## src/rtl/ir_pkg.sv

```systemverilog
// Shared NEC receiver constants: tick rate, phase-window limits in 10 us
// ticks, the FSM state encoding and a window-compare helper.
package ir_pkg;

   localparam int TICK_HZ    = 100_000;
   localparam int CNT_W      = 11;
   localparam int FRAME_BITS = 32;

   typedef logic [CNT_W-1:0] cnt_t;

   localparam cnt_t CNT_MAX    = '1;
   localparam cnt_t LEAD_L_MIN = 11'd800;
   localparam cnt_t LEAD_L_MAX = 11'd1000;
   localparam cnt_t LEAD_H_MIN = 11'd400;
   localparam cnt_t LEAD_H_MAX = 11'd500;
   localparam cnt_t REP_H_MIN  = 11'd180;
   localparam cnt_t REP_H_MAX  = 11'd280;
   localparam cnt_t BURST_MIN  = 11'd40;
   localparam cnt_t BURST_MAX  = 11'd70;
   localparam cnt_t ONE_MIN    = 11'd140;
   localparam cnt_t ONE_MAX    = 11'd190;
   localparam cnt_t TIMEOUT    = 11'd1100;

   typedef enum logic [2:0] {
      IDLE,
      LEAD_L,
      LEAD_H,
      BIT_L,
      BIT_H,
      STOP,
      REP_STOP
   } state_e;

   function automatic logic in_win(input cnt_t c, input cnt_t lo, input cnt_t hi);
      return (c >= lo) && (c <= hi);
   endfunction

endpackage

```

## src/rtl/ir_tick_gen.sv

```systemverilog
// 10 us tick prescaler. Restarting on every IR edge keeps the phase
// measurement aligned to the edge instead of a free-running grid.
module ir_tick_gen #(
   parameter int DIV = 500
) (
   input  logic clk,
   input  logic rst_n,
   input  logic restart_i,
   output logic tick_o
);

   localparam int CW = (DIV > 1) ? $clog2(DIV) : 1;
   localparam logic [CW-1:0] LAST = CW'(DIV - 1);

   logic [CW-1:0] cnt_q, cnt_d;

   // Next prescaler count: clear on restart or wrap, otherwise advance.
   always_comb begin
      cnt_d = cnt_q + CW'(1);
      if (restart_i || (cnt_q == LAST)) begin
         cnt_d = '0;
      end
   end

   // Prescaler register.
   always_ff @(posedge clk or negedge rst_n) begin
      if (!rst_n) begin
         cnt_q <= '0;
      end else begin
         cnt_q <= cnt_d;
      end
   end

   assign tick_o = !restart_i && (cnt_q == LAST);

endmodule

```

## src/rtl/ir_nec_rx.sv

```systemverilog
// NEC IR frame receiver: synchronizes the demodulator output, times each
// low/high phase in 10 us ticks and decodes address/command frames and
// repeat frames.
module ir_nec_rx
   import ir_pkg::*;
#(
   parameter int CLK_HZ    = 50_000_000,
   parameter int REPEAT_EN = 1
) (
   input  logic       clk,
   input  logic       rst_n,
   input  logic       ir_in,
   output logic [7:0] order,
   output logic       order_en,
   output logic [7:0] ir_addr,
   output logic       rx_err
);

   localparam int DIV = (CLK_HZ / TICK_HZ > 0) ? (CLK_HZ / TICK_HZ) : 1;

   logic [1:0] rst_sync_q;
   logic       rst_int_n;
   logic [1:0] ir_sync_q;
   logic       ir_prev_q;
   logic       fall_edge, rise_edge, any_edge;
   logic       tick;
   cnt_t       cnt_q, cnt_d;
   state_e     state_q, state_d;
   logic [4:0] bit_cnt_q, bit_cnt_d;
   logic [FRAME_BITS-1:0] shift_q, shift_d;
   logic [7:0] order_q, order_d, addr_q, addr_d;
   logic       order_en_q, order_en_d, rx_err_q, rx_err_d;
   logic       hist_q, hist_d;
   logic       abort;
   logic       frame_ok;

   // Reset synchronizer: assert asynchronously, release on clk.
   // NOTE: state registers use non-blocking assignments so every flop samples pre-edge values, whatever the block order.
   always_ff @(posedge clk or negedge rst_n) begin
      if (!rst_n) begin
         rst_sync_q <= 2'b00;
      end else begin
         rst_sync_q <= {rst_sync_q[0], 1'b1};
      end
   end

   assign rst_int_n = rst_sync_q[1];

   // Two-flop input synchronizer plus previous-sample flop for edge detection.
   always_ff @(posedge clk or negedge rst_int_n) begin
      if (!rst_int_n) begin
         ir_sync_q <= 2'b11;
         ir_prev_q <= 1'b1;
      end else begin
         ir_sync_q <= {ir_sync_q[0], ir_in};
         ir_prev_q <= ir_sync_q[1];
      end
   end

   assign fall_edge = ir_prev_q & ~ir_sync_q[1];
   assign rise_edge = ~ir_prev_q & ir_sync_q[1];
   assign any_edge  = fall_edge | rise_edge;

   ir_tick_gen #(
      .DIV (DIV)
   ) u_tick (
      .clk       (clk),
      .rst_n     (rst_int_n),
      .restart_i (any_edge),
      .tick_o    (tick)
   );

   // Phase length counter: clears on every edge, saturates at full scale.
   // NOTE: every always_comb output gets a default first so no path leaves it unassigned and infers a latch.
   always_comb begin
      cnt_d = cnt_q;
      if (any_edge) begin
         cnt_d = '0;
      end else if (tick && (cnt_q != CNT_MAX)) begin
         cnt_d = cnt_q + cnt_t'(1);
      end
   end

   // Address and command bytes must each be followed by their complement.
   assign frame_ok = (shift_q[15:8] == ~shift_q[7:0]) &&
                     (shift_q[31:24] == ~shift_q[23:16]);

   // Frame FSM: next state, shift/bit datapath and output strobes.
   always_comb begin
      state_d    = state_q;
      bit_cnt_d  = bit_cnt_q;
      shift_d    = shift_q;
      order_d    = order_q;
      addr_d     = addr_q;
      hist_d     = hist_q;
      order_en_d = 1'b0;
      rx_err_d   = 1'b0;
      abort      = 1'b0;

      // A stalled phase wins over any coincident edge; that edge is dropped.
      if ((state_q != IDLE) && (cnt_q >= TIMEOUT)) begin
         abort = 1'b1;
      end else begin
         unique case (state_q)
            IDLE: begin
               if (fall_edge) begin
                  state_d   = LEAD_L;
                  bit_cnt_d = '0;
                  shift_d   = '0;
               end
            end
            LEAD_L: begin
               if (rise_edge) begin
                  if (in_win(cnt_q, LEAD_L_MIN, LEAD_L_MAX)) state_d = LEAD_H;
                  else                                         abort   = 1'b1;
               end else if (fall_edge) begin
                  abort = 1'b1;
               end
            end
            LEAD_H: begin
               if (fall_edge) begin
                  if      (in_win(cnt_q, LEAD_H_MIN, LEAD_H_MAX)) state_d = BIT_L;
                  else if (in_win(cnt_q, REP_H_MIN, REP_H_MAX))   state_d = REP_STOP;
                  else                                            abort   = 1'b1;
               end else if (rise_edge) begin
                  abort = 1'b1;
               end
            end
            BIT_L: begin
               if (rise_edge) begin
                  if (in_win(cnt_q, BURST_MIN, BURST_MAX)) state_d = BIT_H;
                  else                                      abort   = 1'b1;
               end else if (fall_edge) begin
                  abort = 1'b1;
               end
            end
            BIT_H: begin
               if (fall_edge) begin
                  if (in_win(cnt_q, BURST_MIN, BURST_MAX) || in_win(cnt_q, ONE_MIN, ONE_MAX)) begin
                     // LSB-first: each new bit enters at the top and moves down.
                     shift_d   = {in_win(cnt_q, ONE_MIN, ONE_MAX), shift_q[FRAME_BITS-1:1]};
                     bit_cnt_d = bit_cnt_q + 5'd1;
                     state_d   = (bit_cnt_q == 5'(FRAME_BITS - 1)) ? STOP : BIT_L;
                  end else begin
                     abort = 1'b1;
                  end
               end else if (rise_edge) begin
                  abort = 1'b1;
               end
            end
            STOP: begin
               if (rise_edge) begin
                  if (in_win(cnt_q, BURST_MIN, BURST_MAX)) begin
                     state_d   = IDLE;
                     bit_cnt_d = '0;
                     shift_d   = '0;
                     if (frame_ok) begin
                        order_d    = shift_q[23:16];
                        addr_d     = shift_q[7:0];
                        hist_d     = 1'b1;
                        order_en_d = 1'b1;
                     end else begin
                        rx_err_d = 1'b1;
                     end
                  end else begin
                     abort = 1'b1;
                  end
               end else if (fall_edge) begin
                  abort = 1'b1;
               end
            end
            REP_STOP: begin
               if (rise_edge) begin
                  if (in_win(cnt_q, BURST_MIN, BURST_MAX)) begin
                     state_d    = IDLE;
                     order_en_d = (REPEAT_EN == 1) && hist_q;
                  end else begin
                     abort = 1'b1;
                  end
               end else if (fall_edge) begin
                  abort = 1'b1;
               end
            end
            default: abort = 1'b1;
         endcase
      end

      if (abort) begin
         state_d    = IDLE;
         bit_cnt_d  = '0;
         shift_d    = '0;
         order_en_d = 1'b0;
         rx_err_d   = 1'b1;
      end
   end

   // FSM and datapath registers.
   always_ff @(posedge clk or negedge rst_int_n) begin
      if (!rst_int_n) begin
         state_q    <= IDLE;
         cnt_q      <= '0;
         bit_cnt_q  <= '0;
         shift_q    <= '0;
         order_q    <= '0;
         addr_q     <= '0;
         order_en_q <= 1'b0;
         rx_err_q   <= 1'b0;
         hist_q     <= 1'b0;
      end else begin
         state_q    <= state_d;
         cnt_q      <= cnt_d;
         bit_cnt_q  <= bit_cnt_d;
         shift_q    <= shift_d;
         order_q    <= order_d;
         addr_q     <= addr_d;
         order_en_q <= order_en_d;
         rx_err_q   <= rx_err_d;
         hist_q     <= hist_d;
      end
   end

   assign order    = order_q;
   assign ir_addr  = addr_q;
   assign order_en = order_en_q;
   assign rx_err   = rx_err_q;

endmodule

```

## config.mk

```make
export PLATFORM = sky130hd
export DESIGN_NAME = ir_nec_rx
export DESIGN_NICKNAME = d
export VERILOG_FILES = /design/src/rtl/ir_pkg.sv /design/src/rtl/ir_tick_gen.sv /design/src/rtl/ir_nec_rx.sv
export SDC_FILE = /design/constraint.sdc
export NUM_CORES = 1
export LEC_CHECK = 0
export ABC_CLOCK_PERIOD_IN_PS = 5200
export BUFFER_PORTS_ARGS = -buffer_cell sky130_fd_sc_hd__buf_4
export CAP_MARGIN = 20
export CORE_MARGIN = 10
export CORE_UTILIZATION = 30
export DETAILED_ROUTE_END_ITERATION = 8
export HOLD_SLACK_MARGIN = 0.03
export MAX_ROUTING_LAYER = met4
export PLACE_DENSITY = 0.51
export SYNTH_ARGS = -nofsm -noshare
export SYNTH_HDL_FRONTEND = slang
export SYNTH_SLANG_ARGS = --single-unit
```

## constraint.sdc

```tcl
create_clock -name clk -period 5.2 [get_ports clk]
set_clock_uncertainty 0.15 [all_clocks]
set_input_delay 1.04 -clock clk [delete_from_list [all_inputs] [get_ports clk]]
set_output_delay 1.04 -clock clk [all_outputs]
set_load 0.005 [all_outputs]
```

==> results.ini, run 1 <==
[detailed_routing]
first_pass_iters=4
routed_via_density=5.319
vias=3271
drc=0
postRouteAntennaNets=0
drt_wl_total_um=10080
wl_per_cell_um=16.39
drt_iter0_markers=279

[sta]
max_clock_freq_ghz=0.3438
fin_crit_sh=0.5593
relSlewSlack=0.5877
tightest_slew_ns=0.6185
layout_setup_ws_ns=2.292
finalSetupViolCount=0
hold_viol_final=0
grt_setup_unrepaired=no
drv_slew=0
period_needed_ns=2.908
tns_ns=0

[synthesis]
synthCells=414
synth.avg_cell_area_um2=11.06
ys.flop_type=dfrtp_1
ys_top_cells_by_area=dfrtp_1 44%, nor3_2 6.6%, a22oi_1 5.4%
synth_common_cells=81 x dfrtp_1, 33 x a22oi_1, 30 x nor3_2, 27 x xnor2_1, 24 x nor2_1
synth_most_common_cell=dfrtp_1
synth_cell_types=68
synth_edf_count=0
seq_area_frac_synth=0.4598
synth-async-reset-ratio=1.000
ys.warnings.count=0
netlist_area_um2=4579
syn-num-nets=424
ys_ff_latch=84
yosys.area.top_type=dfrtp_1
netlist.area_leader.share=0.4426

[setup_path]
crit_slowest_cell=dfrtp_1
arrival_ns=2.96
critical_path_class=register to register
rrSetupSlack_ns=2.29
cp_slowest_stage_delay_ns=0.54
crit_chain=or3_1 -> o2111ai_1 -> and4_1 -> a21oi_1 -> a31oi_4 -> buf_4 -> nor3_1
crit_path_end_kind=register
crit_family=simple AND/OR/NAND/NOR gates
cp_max_fo=31
worst_ep_required_time_ns=5.26
crit_buf_inv=1
cp-start-kind=register

[die]
dieWidth_um=143.6
ioPinCount=21
core-area_um2=15090
die_area_um2=20610
rows=45
initial_core_util=0.3035
dieHeight_um=143.6

[placed_design]
finalWeightedCongestion=0.8134
pre_cts_slack_ns=2.323
portBuffers=20
hpwlAfterDp_um=6459

[job]
max_cap_violations=0

[final_layout]
layout-drive-gt1-share=0.2272
fin_nets=432
area_growth_pct=12.84
antenna_cells=0

[grt]
grt_usage=0.1043
grt_pass1_vias=3238
antenna_found_initial=0
grt_max_degree=83
grt_pass1_wl_um=17060
overflow=0

[worst_hold_path]
hp-class=register to asynchronous set/reset pin

[clocking]
ctsLongestPathBuffers=2
worstSkewPairLatency_ns=0.35
cts_tree=yes
cts_setup_buffers=0
cts_sinks=84
cts_buffers=9
ctsHtreeMaxLevel=3
clkTransAtPathRegs_ns=0.07
cts_root_buf=clkbuf_16
cts_resized=0
cts_hold_buffers=0

[power]
powerDensity_nw_per_um2=319.9
ir_drop_mv=0.1503
leakage_nw=2.236

[run_status]
status=complete, no violations

[cell families (layout without fill, tap and decap cells)]
group                    after synthesis  in the layout  share of synthesized area
AO/OA/AOI/OAI                         76             76                     0.1344
XOR/XNOR                              32             32                    0.06120
adder cells (fa/ha/maj)                8              8                    0.02131
buffers and inverters                 37             50                    0.04782
flip-flops                            84             84                     0.4598
multiplexers                          18             18                    0.04372
other                                  1              1                  0.0008189
AND/OR/NAND/NOR                      158            158                     0.2309
[state kept, by name, summed over array words and instances, names as in the netlist, 2 cells and up]
register / flops
ir_addr: 8
bit_cnt_q: 5
u_tick.cnt_q: 9
order: 8
ir_sync_q: 2
cnt_q: 11
rst_sync_q: 2
shift_q: 32
state_q: 3
[worst reg2reg max path, cell delays in order, from the launching register on]
cell	delay, ns
dfrtp_1	0.54
or3_1	0.44
o2111ai_1	0.12
and4_1	0.25
a21oi_1	0.10
a31oi_4	0.50
buf_4	0.52
nor3_1	0.14
[path summary, 6_finish.rpt]
check | startpoint | endpoint | cells after the start
min in group clk | rst_sync_q[0] | rst_sync_q[1] | 0
worst min-delay path | rst_sync_q[1] | order[0] | 0
worst min register to register | rst_sync_q[1] | order[0] | 0
worst max register to register | cnt_q[6] | shift_q[0] | 7
worst max-delay path | cnt_q[6] | shift_q[0] | 7
max in group asynchronous | rst_sync_q[1] | ir_prev_q | 1
[report_power, final]
part           total, mW  switching (mW)  internal (mW)  leakage (nW)
combinational      0.268           0.183         0.0848         0.932
clock              0.675           0.284          0.391         0.151
sequential         0.710          0.0393          0.671          1.15
[layout by cell type (no fill, tap or decap), types with 4 or more instances in the layout]
cell and instances:
a21oi_1 7, a22oi_1 33, and2_1 10, and3_1 10, buf_4 24, clkbuf_16 9
dfrtp_1 80, ha_1 7, inv_1 7, mux2_1 16, nand2_1 17, nand3_1 8
nand4_1 10, nor2_1 24, nor2b_1 4, nor3_1 10, nor3_2 30, nor4_1 8
o21ai_0 6, or3_1 5, xnor2_1 27, xor2_1 5
[area by class of cell]
class / count / area (um2)
Fill cell: 1517 / 9922
Multi-Input combinational cell: 293 / 2271
Sequential cell: 84 / 2110
Clock buffer: 10 / 239.0
Tap cell: 188 / 235.2
Timing Repair Buffer: 25 / 207.7
Clock inverter: 6 / 71.32
Inverter: 9 / 33.78
[per-stage QoR]
| stage | util | power, mW | instance area, um2 | instances | hold WS, ns |
|---|---|---|---|---|---|
| after floorplan | - | 0.9302 | 4579 | 414 | 0.1812 |
| after global placement | 0.3201 | 0.9835 | 4830 | 598 | 0.1888 |
| after detailed placement | 0.3201 | 0.9881 | 4830 | 598 | 0.1880 |
| after CTS | 0.3406 | 1.671 | 5140 | 614 | 0.2091 |
| after global routing | 0.3425 | 1.727 | 5167 | 615 | 0.1590 |
| final | 0.3425 | 1.653 | 5167 | 615 | 0.1084 |
[layer usage]
metal,routed length [um],GRT usage
met5,0,-
met4,180,0.04245
met3,433,0.02277
met2,4537,0.1446
met1,4925,0.1437
No activity file was read; power rests on OpenSTA's default activity.
==> run 2: changes to the inputs <==
--- a/config.mk
+++ b/config.mk
@@ -5,7 +5,7 @@
 export SDC_FILE = /design/constraint.sdc
 export NUM_CORES = 1
 export LEC_CHECK = 0
-export ABC_CLOCK_PERIOD_IN_PS = 5200
+export ABC_CLOCK_PERIOD_IN_PS = 2600
 export BUFFER_PORTS_ARGS = -buffer_cell sky130_fd_sc_hd__buf_4
 export CAP_MARGIN = 20
 export CORE_MARGIN = 10
@@ -13,7 +13,7 @@
 export DETAILED_ROUTE_END_ITERATION = 8
 export HOLD_SLACK_MARGIN = 0.03
 export MAX_ROUTING_LAYER = met4
-export PLACE_DENSITY = 0.51
+export PLACE_DENSITY = 0.52
 export SYNTH_ARGS = -nofsm -noshare
 export SYNTH_HDL_FRONTEND = slang
 export SYNTH_SLANG_ARGS = --single-unit
==> constraint.sdc (replaced) <==
create_clock -name clk -period 2.6 [get_ports clk]
set_clock_uncertainty 0.15 [all_clocks]
set_input_delay 0.52 -clock clk [delete_from_list [all_inputs] [get_ports clk]]
set_output_delay 0.52 -clock clk [all_outputs]
set_load 0.005 [all_outputs]
==> results.ini, run 2 (same netlist as run 1, synthesis figures left out) <==
[run_status]
status=complete, no violations  ; unchanged

[power]
ir_drop_mv=0.3427  ; was 0.1503 mV
pwr-share-seq=0.410  ; was 0.430
p_sw_mw=1.012  ; was 0.5065 mW
leakage_nw=2.335  ; was 2.236 nW
p_comb_frac=0.195  ; was 0.162
clkPwrFrac=0.395  ; was 0.408
swShare=0.2976  ; was 0.3064
powerDensity_nw_per_um2=634.1  ; was 319.9 nW/um2
internal_power_mw=2.388  ; was 1.146 mW

[die]
die_area_um2=20610  ; unchanged
core-area_um2=15090  ; unchanged
dieHeight_um=143.6  ; unchanged
initial_core_util=0.3035  ; unchanged
ioPinCount=21  ; unchanged
rows=45  ; unchanged
dieWidth_um=143.6  ; unchanged

[final_layout]
layout_common_cells=77 x dfrtp_1, 33 x a22oi_1, 33 x buf_4, 30 x nor3_2, 27 x xnor2_1  ; was 80 x dfrtp_1, 33 x a22oi_1, 30 x nor3_2, 27 x xnor2_1
layout_commonest_cell=dfrtp_1  ; unchanged
stdcell_count=631  ; was 615
fin_nets=448  ; was 432
layout-drive-gt1-share=0.2619  ; was 0.2272
regMostFlops=shift_q  ; unchanged
largest_reg_flops=32  ; unchanged
nFillCells=1504  ; was 1517
reg_top3=shift_q (32), cnt_q (11), u_tick.cnt_q (9)  ; unchanged
antenna_cells=0  ; unchanged
area_growth_pct=17.10  ; was 12.84%

[job]
max_cap_violations=0  ; unchanged

[clocking]
clkTransAtPathRegs_ns=0.06  ; was 0.07 ns
worstSkewPairLatency_ns=0.35  ; about the same
ctsLongestPathBuffers=2  ; unchanged
cts_root_buf=clkbuf_16  ; unchanged
cts_tree=yes  ; unchanged
cts_sinks=84  ; unchanged
cts_buffers=9  ; unchanged
ctsHtreeMaxLevel=3  ; unchanged

[detailed_routing]
drt_wl_total_um=10400  ; was 10080 um
postRouteAntennaNets=0  ; unchanged
vias=3312  ; was 3271
drt_iter0_markers=356  ; was 279
routed_via_density=5.249  ; was 5.319
first_pass_iters=6  ; was 4
wl_per_cell_um=16.48  ; was 16.39 um
drc=0  ; unchanged

[grt]
grt_max_degree=39  ; was 83
grt_pass1_vias=3232  ; was 3238
grt_usage=0.1075  ; was 0.1043
overflow=0  ; unchanged
antenna_found_initial=0  ; unchanged
grt_pass1_wl_um=17330  ; was 17060 um

[sta]
fin_crit_sh=0.9598  ; was 0.5593
finalSetupViolCount=0  ; unchanged
max_clock_freq_ghz=0.4007  ; was 0.3438 GHz
grt_setup_unrepaired=no  ; unchanged
tns_ns=0  ; unchanged
tightest_slew_ns=0.6174  ; was 0.6185 ns
period_needed_ns=2.495  ; was 2.908 ns
relSlewSlack=0.5875  ; was 0.5877
hold_viol_final=0  ; unchanged
drv_slew=0  ; unchanged

[setup_path]
cp-start-kind=register  ; unchanged
cp_max_fo=21  ; was 31
crit_slowest_cell=dfrtp_1  ; unchanged
rr_worst_depth=7  ; unchanged
crit_family=simple AND/OR/NAND/NOR gates  ; unchanged
critical_path_class=register to register  ; unchanged
r2r-start=cnt_q[7]  ; was cnt_q[6]
r2r-end=shift_q[4]  ; was shift_q[0]
crit_chain=or3_1 -> o2111ai_1 -> and4_1 -> a21oi_1 -> a31oi_4 -> buf_12 -> nor3_1  ; was or3_1 -> o2111ai_1 -> and4_1 -> a21oi_1 -> a31oi_4 -> buf_4 -> nor3_1
cp_slowest_stage_delay_ns=0.49  ; was 0.54 ns
path_depth=7  ; unchanged
crit_start=cnt_q[7]  ; was cnt_q[6]
crit_path_end_kind=register  ; unchanged
rrSetupSlack_ns=0.10  ; was 2.29 ns
worst_ep_required_time_ns=2.65  ; was 5.26 ns
crit_buf_inv=1  ; unchanged
arrival_ns=2.55  ; was 2.96 ns
endpoint=shift_q[4]  ; was shift_q[0]

[placed_design]
dp.cells=614  ; was 598
hpwlAfterDp_um=7106  ; was 6459 um
portBuffers=20  ; unchanged
finalWeightedCongestion=0.9331  ; was 0.8134

[worst_hold_path]
hp-class=input pin to register  ; was register to asynchronous set/reset pin

run 2: cell count changes in the layout (fill, tap and decap cells not counted), sizes merged:
cell / before / now
clkinvlp: 1 / 0
buf: 25 / 40
clkbuf: 10 / 11
dlygate4sd3: 0 / 1
run 2: repair_timing:
item | CTS | global route
setup buffers | 0 | 0
endpoints found under the setup margin | 3 | 51
hold endpoints to repair | 2 | 0
cloned | 0 | 0
hold buffers | 1 | 0
gates resized for setup | 1 | 4
run 2: area by class of cell:
cell class | count | area, um2 | share of cell area
clock inverter | 5 | 57.56 | 0.01073
timing repair buffer | 41 | 397.9 | 0.07420
tap | 188 | 235.2 | 0.04386
clock buffer | 11 | 252.7 | 0.04713
multi-input combinational | 293 | 2272 | 0.4237
sequential | 84 | 2113 | 0.3941
inverter | 9 | 33.78 | 0.006300
run 2: how the worst min path moves through the flow:
stage | endpoint | start | slack [ns] | depth (start not counted)
finish | ir_sync_q[0] | ir_in | 0.14 | 1
global route | ir_sync_q[0] | ir_in | 0.13 | 1
CTS | ir_sync_q[0] | ir_in | 0.13 | 1
detailed placement | rst_sync_q[0] | rst_n | 0.16 | 1
global placement | rst_sync_q[0] | rst_n | 0.15 | 1
floorplan | rst_sync_q[0] | rst_n | 0.07 | 0
run 2: stage by stage:
stage	total power, mW	instance area [um2]	hold slack [ns]	util	setup slack (ns)
finish	3.400	5363	0.1408	0.3554	0.1046
global route	3.562	5363	0.1279	0.3554	0.009172
CTS	3.448	5359	0.1276	0.3551	0.05068
detailed placement	2.075	5037	0.1555	0.3338	0.02509
global placement	2.068	5037	0.1518	0.3338	0.07142
floorplan	1.861	4581	0.07441	-	0.2954
run 2: layer usage:
metal | routed length, um | global-route usage
met1 | 5293 | 0.1512
met2 | 4510 | 0.1480
met3 | 434 | 0.02343
met4 | 159 | 0.03761
met5 | 0 | -
run 2: power by group through the flow:
| stage | clock, mW | sequential (mW) | combinational [mW] |
|---|---|---|---|
| finish | 1.34 | 1.39 | 0.664 |
| global route | 1.44 | 1.40 | 0.715 |
| CTS | 1.39 | 1.39 | 0.663 |
| detailed placement | 0 | 1.42 | 0.658 |
| global placement | 0 | 1.42 | 0.650 |
| floorplan | 0 | 1.41 | 0.455 |
run 2: worst register-to-register path: stages, from the launching register on:
cell,delay [ns]
dfrtp_1,0.49
or3_1,0.44
o2111ai_1,0.14
and4_1,0.25
a21oi_1,0.10
a31oi_4,0.46
buf_12,0.25
nor3_1,0.09
